[src/rtl/pad_pwr_seq_pkg.sv]
// Shared types and constants for the pad-ring power-up sequencer.
// Holds the state encoding, default timing, and the pad-output decode.
package pad_pwr_seq_pkg;

    typedef enum logic [2:0] {
        ST_OFF     = 3'd0,
        ST_DEB     = 3'd1,
        ST_REL_RET = 3'd2,
        ST_EN_IO   = 3'd3,
        ST_RUN     = 3'd4
    } pwr_state_e;

    localparam int DEF_SYNC_STAGES  = 2;
    localparam int DEF_DEBOUNCE_CNT = 200;
    localparam int DEF_CNT_W        = 8;
    localparam int DEF_STEP_DLY     = 16;

    typedef struct packed {
        logic io_ret;
        logic io_oe_en;
        logic core_rst_n;
    } pad_out_t;

    localparam pad_out_t PAD_OUT_SAFE = '{io_ret: 1'b1, io_oe_en: 1'b0, core_rst_n: 1'b0};

    // Each step out of retention peels off one more level of protection.
    function automatic pad_out_t decode_out(input pwr_state_e st);
        pad_out_t o;
        o = PAD_OUT_SAFE;
        case (st)
            ST_REL_RET: o = '{io_ret: 1'b0, io_oe_en: 1'b0, core_rst_n: 1'b0};
            ST_EN_IO:   o = '{io_ret: 1'b0, io_oe_en: 1'b1, core_rst_n: 1'b0};
            ST_RUN:     o = '{io_ret: 1'b0, io_oe_en: 1'b1, core_rst_n: 1'b1};
            default:    o = PAD_OUT_SAFE;
        endcase
        return o;
    endfunction

endpackage

[src/rtl/pad_pwr_sync.sv]
// N-stage reset-to-0 synchronizer for one asynchronous supply-good indication.
module pad_pwr_sync #(
    parameter int STAGES = 2
) (
    input  logic clk,
    input  logic rst_n,
    input  logic d_i,
    output logic q_o
);

    logic [STAGES-1:0] sync_q;

    always_ff @(posedge clk or negedge rst_n) begin
        if (!rst_n) begin
            sync_q <= '0;
        end else begin
            sync_q <= {sync_q[STAGES-2:0], d_i};
        end
    end

    assign q_o = sync_q[STAGES-1];

endmodule

[src/rtl/pad_pwr_seq.sv]
// Power-up sequencer for the pad ring: debounces VDD/VDDIO good, then releases
// retention, enables pad drivers and releases core reset; falls back safe on loss.
module pad_pwr_seq
    import pad_pwr_seq_pkg::*;
#(
    parameter int SYNC_STAGES  = DEF_SYNC_STAGES,
    parameter int DEBOUNCE_CNT = DEF_DEBOUNCE_CNT,
    parameter int CNT_W        = DEF_CNT_W,
    parameter int STEP_DLY     = DEF_STEP_DLY
) (
    input  logic       clk,
    input  logic       rst_n,
    input  logic       vdd_ok_i,
    input  logic       vddio_ok_i,
    input  logic       sw_hold_i,
    input  logic       fault_clr_i,
    output logic       io_ret_o,
    output logic       io_oe_en_o,
    output logic       core_rst_n_o,
    output logic [2:0] pwr_state_o,
    output logic       pwr_fault_o
);

    localparam logic [CNT_W-1:0] DEB_LAST  = CNT_W'(DEBOUNCE_CNT - 1);
    localparam logic [CNT_W-1:0] STEP_LAST = CNT_W'(STEP_DLY - 1);
    localparam logic [CNT_W-1:0] CNT_ONE   = CNT_W'(1);

    logic vdd_s, vddio_s, ok_s;
    pwr_state_e state_q, state_d;
    logic [CNT_W-1:0] cnt_q, cnt_d;
    logic fault_q, fault_d;
    pad_out_t out_q;

    pad_pwr_sync #(.STAGES(SYNC_STAGES)) u_sync_vdd (
        .clk   (clk),
        .rst_n (rst_n),
        .d_i   (vdd_ok_i),
        .q_o   (vdd_s)
    );

    pad_pwr_sync #(.STAGES(SYNC_STAGES)) u_sync_vddio (
        .clk   (clk),
        .rst_n (rst_n),
        .d_i   (vddio_ok_i),
        .q_o   (vddio_s)
    );

    assign ok_s = vdd_s & vddio_s;

    always_comb begin
        state_d = state_q;
        cnt_d   = cnt_q;
        fault_d = fault_q & ~fault_clr_i;
        case (state_q)
            ST_OFF: begin
                cnt_d = '0;
                if (ok_s && !sw_hold_i) state_d = ST_DEB;
            end
            ST_DEB: begin
                if (!ok_s || sw_hold_i) begin
                    state_d = ST_OFF;
                    cnt_d   = '0;
                end else if (cnt_q == DEB_LAST) begin
                    state_d = ST_REL_RET;
                    cnt_d   = '0;
                end else begin
                    cnt_d = cnt_q + CNT_ONE;
                end
            end
            ST_REL_RET, ST_EN_IO, ST_RUN: begin
                // Loss is checked first so a coincident hold cannot mask the fault.
                if (!ok_s) begin
                    state_d = ST_OFF;
                    cnt_d   = '0;
                    fault_d = 1'b1;
                end else if (sw_hold_i) begin
                    state_d = ST_OFF;
                    cnt_d   = '0;
                end else if (state_q == ST_RUN) begin
                    cnt_d = '0;
                end else if (cnt_q == STEP_LAST) begin
                    state_d = (state_q == ST_REL_RET) ? ST_EN_IO : ST_RUN;
                    cnt_d   = '0;
                end else begin
                    cnt_d = cnt_q + CNT_ONE;
                end
            end
            default: begin
                state_d = ST_OFF;
                cnt_d   = '0;
            end
        endcase
    end

    // Outputs are registered from the next state so they track state_q exactly.
    always_ff @(posedge clk or negedge rst_n) begin
        if (!rst_n) begin
            state_q <= ST_OFF;
            cnt_q   <= '0;
            fault_q <= 1'b0;
            out_q   <= PAD_OUT_SAFE;
        end else begin
            state_q <= state_d;
            cnt_q   <= cnt_d;
            fault_q <= fault_d;
            out_q   <= decode_out(state_d);
        end
    end

    assign io_ret_o     = out_q.io_ret;
    assign io_oe_en_o   = out_q.io_oe_en;
    assign core_rst_n_o = out_q.core_rst_n;
    assign pwr_state_o  = state_q;
    assign pwr_fault_o  = fault_q;

endmodule

[config.mk]
export PLATFORM = sky130hd
export DESIGN_NAME = pad_pwr_seq
export DESIGN_NICKNAME = d
export VERILOG_FILES = /design/src/rtl/pad_pwr_seq_pkg.sv /design/src/rtl/pad_pwr_sync.sv /design/src/rtl/pad_pwr_seq.sv
export SDC_FILE = /design/constraint.sdc
export NUM_CORES = 1
export LEC_CHECK = 0
export ABC_AREA = 1
export CORE_MARGIN = 10
export CORE_UTILIZATION = 51
export DETAILED_ROUTE_END_ITERATION = 7
export PLACE_DENSITY = 0.87
export REMOVE_ABC_BUFFERS = 1
export SLEW_MARGIN = 20
export SYNTH_ARGS = -nofsm -noshare
export SYNTH_HDL_FRONTEND = slang
export SYNTH_SLANG_ARGS = --single-unit
export TNS_END_PERCENT = 100
[constraint.sdc]
create_clock -name clk -period 1.45 [get_ports clk]
set_input_delay 0.145 -clock clk [delete_from_list [all_inputs] [get_ports clk]]
set_output_delay 0.145 -clock clk [all_outputs]
set_load 0.005 [all_outputs]
# == Word-level counts from Yosys, hierarchy flattened ==
# Cells that the tools add are included.
# totals
reg_bits,19
in_bits,6
out_inout_bits,7
word_cells,46
# classes
add_sub_neg,1
n_eq_ne,9
muxes,19
bitwise_logic,3
reduce_logical,6
# ops
op,count
$mux W8,6
$mux W3,8
$pmux W3 S3,2
$pmux W8 S2,1
$eq A3 B2 Y1 const B,4
$add A8 B1 Y8 const B,1
$eq A8 B4 Y1 const B,1
$eq A8 B8 Y1 const B,1
$eq A3 B3 Y1 const B,2
$eq A3 B1 Y1 const B,1
$logic_not A3 Y1,1
$reduce_or A3 Y1,1
$and A1 B1 Y1,2
$logic_not A1 Y1,2
$mux W1,2
$logic_and A1 B1 Y1,1
$logic_or A1 B1 Y1,1
$not A1 Y1,1

# == Longest topological paths before layout ==
# logic_depth
word_depth,9
mapped_depth,7
mapped_depth_nobuf,7

# == Modules after synthesis ==
# From an unflattened synthesis, not the netlist that was laid out.
# hier_totals
cells_unflattened,103
area_unflattened_um2,938.4
# by_module_without_submodules
module,instances,cells_per_inst,area_each_um2,seq_area_each_um2
pad_pwr_seq,1,99,838.3,376.6
pad_pwr_sync,2,2,50.0,50.0

# == Worst setup path before layout ==
# No wires, ideal clock.
# synth_timing
path_type,reg-to-reg
start,register cnt_q[0]
end,register cnt_q[0]
setup_ns,0.121
arrival_ns,1.163
t_required_ns,1.329
slack_ns,0.166
path_stages_with_launch,7
n_path_buf,0
synth_period_minus_slack_ns,1.284
cell_sequence,dfrtp_1 ha_1 nand2_2 nor3_2 nor2_1 nor2_4 nor2_1
# synth_via
elab_chain_cells,6
elab_cells_between_ends,10
classes_between,add/sub (1); eq/ne (2); mux (7)
# synth_rtl
item,line,rtl
"start, declared",pad_pwr_seq.sv:30,"logic [CNT_W-1:0] cnt_q, cnt_d;"
"start signal, assigned",pad_pwr_seq.sv:104,cnt_q <= cnt_d;
$add A8 B1 Y8 or $eq A8 B4 Y1 (tied branches),"pad_pwr_seq.sv:67, pad_pwr_seq.sv:85, pad_pwr_seq.sv:81",
$mux W8,pad_pwr_seq.sv:81,end else if (cnt_q == STEP_LAST) begin
$mux W8,pad_pwr_seq.sv:79,end else if (state_q == ST_RUN) begin
$mux W8,pad_pwr_seq.sv:76,end else if (sw_hold_i) begin
$mux W8,pad_pwr_seq.sv:72,if (!ok_s) begin
$pmux W8 S2 *,pad_pwr_seq.sv:54,case (state_q)
named net cnt_d[0],pad_pwr_seq.sv:30,
# Mark *: on every way through the listed nets, which the timed path passes. The rest lies on a longest branch.

# == Final worst setup path ==
# layout_timing
start,register cnt_q[0]
end,register cnt_q[5]
# Same word-level chain as after synthesis.

==> impl_results.md <==
- Register area share after synthesis: 0.532
- Hold slack final: 0.148 ns
- Initial antenna violation count: 0
- ANT nets after route: 0
- Status: completed
- Vias in the first global route: 687
- PortBufs: 12
- Dpl hpwl: approximately 1.3 mm
- DR DRC count: 0
- Worst EP arrival: 1.59 ns
- DR iter-0 viols: 18
- Clock skew: just over 0.005 ns
- Synth warn: 0
- FF+latch area: between 400 and 500 sq um
- RSZ-0062 raised after global routing: true
- Total track usage: 0.0974
- CTS clk-pin slew, worst paths: 0.11 ns
- Worst path cell trace: ha_4, nand2_2, nor3_4, nor2_1, nor2_4, nor2_1
- Worst r2r dst: cnt_q[5]$_DFF_PN0_
- Clock Latency Late Sink: 0.30 ns
- Post-Syn Area: between 800 and 900 sq um
- Worst slew margin: 0.798
- Placed Cells: between 100 and 150
- Vias per cell: 5.24
- Internal cell power: 0.661 mW
- CP Class: reg -> reg
- Crit-path slowest cell: dfrtp_1
- Detailed-route via count: 729
- I/O pin total: 13
- Clock Sinks: 19
- H-tree levels: 1
- RePlAce Congestion: 0.843
- Row count: 15
- Final setup viols: 0
- Setup crit end kind: register
- Clock power frac: 0.319
- Final hold viol count: 0
- CP startpoint: cnt_q[0]$_DFF_PN0_
- Layout area overhead: 25.3%
- Routed WL: 1.75 mm
- Initial Util: 0.530
- Max Cap Viol: 0
- Mapped Cells: 101
- Design area: 1120 sq um
- R2r worst-path depth: 6
- Post-Syn Area per Cell: 8.87 sq um
- Pins Over Slew Limit: 0
- Uppermost layer routed: met4
- Largest net degree at the start of global routing: 20
- R2R setup slack: 0.05 ns
- CTS Buffer Depth: 2
- Multi-input gate area: 393 sq um
- Fraction of layout cells with a size suffix above 1: 0.172
- CP most frequent cell: nor2_1
- Antenna fix cells: 0
- Max incr delay on CP: 0.43 ns
- Maximum VDD drop: 490 uV
- Worst hold path class: in -> async
- Root buffer cell: clkbuf_4
- CTS tree: built
- Seq cells post-synth: 19
- Req. time, crit path: 1.65 ns
- P_sw: 0.191 mW
- Slew @ Worst Pin: roughly 0.30 ns
- Crit path max fanout: 7
- Gate power share: 0.047
- Hold-fix buffers at CTS: 0
- Met3 wire len: ~58 um
- Leak: 0.505 nW
- Drt wl/cell: 12.6 um
- CTS Buf Count: 3
- Fin util: 0.664
- Drt pass-1 iters: 4
- DIE AREA: between 3000 and 4000 sq um
- Sw Share: 0.225
- Die Ht: 61.9 um
- Final Non-Filler Cells: 139
- Post-layout nets: 130
- Total power per unit cell area: 759 nW/um^2
- Filler cell count: 124
- First-pass GRT wire length: 2.77 mm
- CP Launch Type: register
- Distinct cells, synth: 20
- Minimum clock period: between 1 and 1.5 ns
- Register share of total power: 0.633
- Met2 routed WL: 911 um
- RR Startpoint: cnt_q[0]$_DFF_PN0_
- Crit share post-route: 0.962
- Post-DP Area: 1040 sq um
- Die X-Extent: 61.9 um
- Max Freq: 0.717 GHz
- DRT met1 WL: roughly 740 um
- Gr ovfl total: 0
- Core area: about 1700 sq um
## flip-flops by register name, summed over array words and instances, names as in the netlist
| register | flops |
|---|---|
| io_ret_o | 1 |
| pwr_fault_o | 1 |
| u_sync_vddio.sync_q | 2 |
| u_sync_vdd.sync_q | 2 |
| core_rst_n_o | 1 |
| pwr_state_o | 3 |
| cnt_q | 8 |
| io_oe_en_o | 1 |
## power groups by stage
| stage | sequential [mW] | clock, mW | combinational [mW] |
|---|---|---|---|
| floorplan | 0.551 | 0 | 0.00746 |
| global placement | 0.551 | 0 | 0.0361 |
| detailed placement | 0.552 | 0 | 0.0372 |
| CTS | 0.542 | 0.280 | 0.0374 |
| global route | 0.540 | 0.300 | 0.0453 |
| finish | 0.540 | 0.272 | 0.0402 |
## layout by cell type, fill, tap and decap left out, drive strengths merged
cell type,instances
xor2,5
buf,5
nand3b,2
inv,12
dfrtp,18
nor3,3
clkdlybuf4s50,11
clkinv,1
nand2,21
o21ai,3
dlygate4sd2,1
nor4,1
nor2,23
ha,1
clkbuf,3
nand3,9
dfstp,1
nand4,1
a21oi,1
## cell usage after synthesis (all sizes together)
library cell | count | share of area
dfstp | 1 | 0.029
o21ai | 3 | 0.017
xor2 | 5 | 0.049
nor4 | 1 | 0.0070
inv | 12 | 0.050
nand3b | 2 | 0.017
nor3 | 3 | 0.022
a21oi | 1 | 0.0056
nand4 | 1 | 0.0070
nor2 | 23 | 0.12
dfrtp | 18 | 0.50
nand2 | 21 | 0.091
ha | 1 | 0.014
nand3 | 9 | 0.064
## through the flow
step / TNS [ns] / setup WS, ns / power [mW]
floorplan: 0 / 0.166 / 0.558
global placement: 0 / 0.0562 / 0.587
detailed placement: 0 / 0.0137 / 0.589
CTS: 0 / 0.00354 / 0.859
global route: -0.100 / -0.0257 / 0.886
finish: 0 / 0.0547 / 0.852
## routing by layer
metal | GRT usage | vias to the layer above
li1 | - | 358
met1 | 0.110 | 350
met2 | 0.161 | 16
met3 | 0.0244 | 5
met4 | 0.0605 | 0
met5 | 0 | -
## worst max-delay path, delay by kind of cell, from the launching register on
| kind | cells | cell delay [ns] |
|---|---|---|
| fa+ha+maj | 1 | 0.19 |
| flops | 1 | 0.43 |
| simple gates | 5 | 0.67 |
## logic make-up after synthesis
| family | share of synthesized area |
|---|---|
| buf+inv | 0.0503 |
| compound gates | 0.0223 |
| simple gates | 0.332 |
| fa+ha+maj | 0.0140 |
| xor+xnor | 0.0489 |
| flops | 0.532 |
## repair_timing
| item | 4_1_cts | 5_1_grt |
|---|---|---|
| gates resized for setup | 3 | 3 |
| endpoints found under the setup margin | 4 | 9 |
| pin swaps | 0 | 1 |
| gates cloned | 0 | 0 |
| buffers inserted | 1 | 3 |
## worst max-delay path by stage
| stage | to | slack (ns) | cells after the start |
|---|---|---|---|
| after global placement | cnt_q[0]$_DFF_PN0_ | 0.06 | 6 |
| after global routing | cnt_q[5]$_DFF_PN0_ | -0.03 | 6 |
| final | cnt_q[5]$_DFF_PN0_ | 0.05 | 6 |
| after floorplan | cnt_q[0]$_DFF_PN0_ | 0.17 | 6 |
| after CTS | cnt_q[5]$_DFF_PN0_ | 0.004 | 6 |
| after detailed placement | cnt_q[5]$_DFF_PN0_ | 0.01 | 6 |
## final cells by class
class                   count  area share
clock buffers               3      0.0201
clock inverters             1     0.00446
inverters                  12      0.0401
multi-input cells          70       0.350
flip-flops and latches     19       0.427
well taps                  17      0.0190
repair buffers             17       0.139
(Power assumes the default switching activity.)
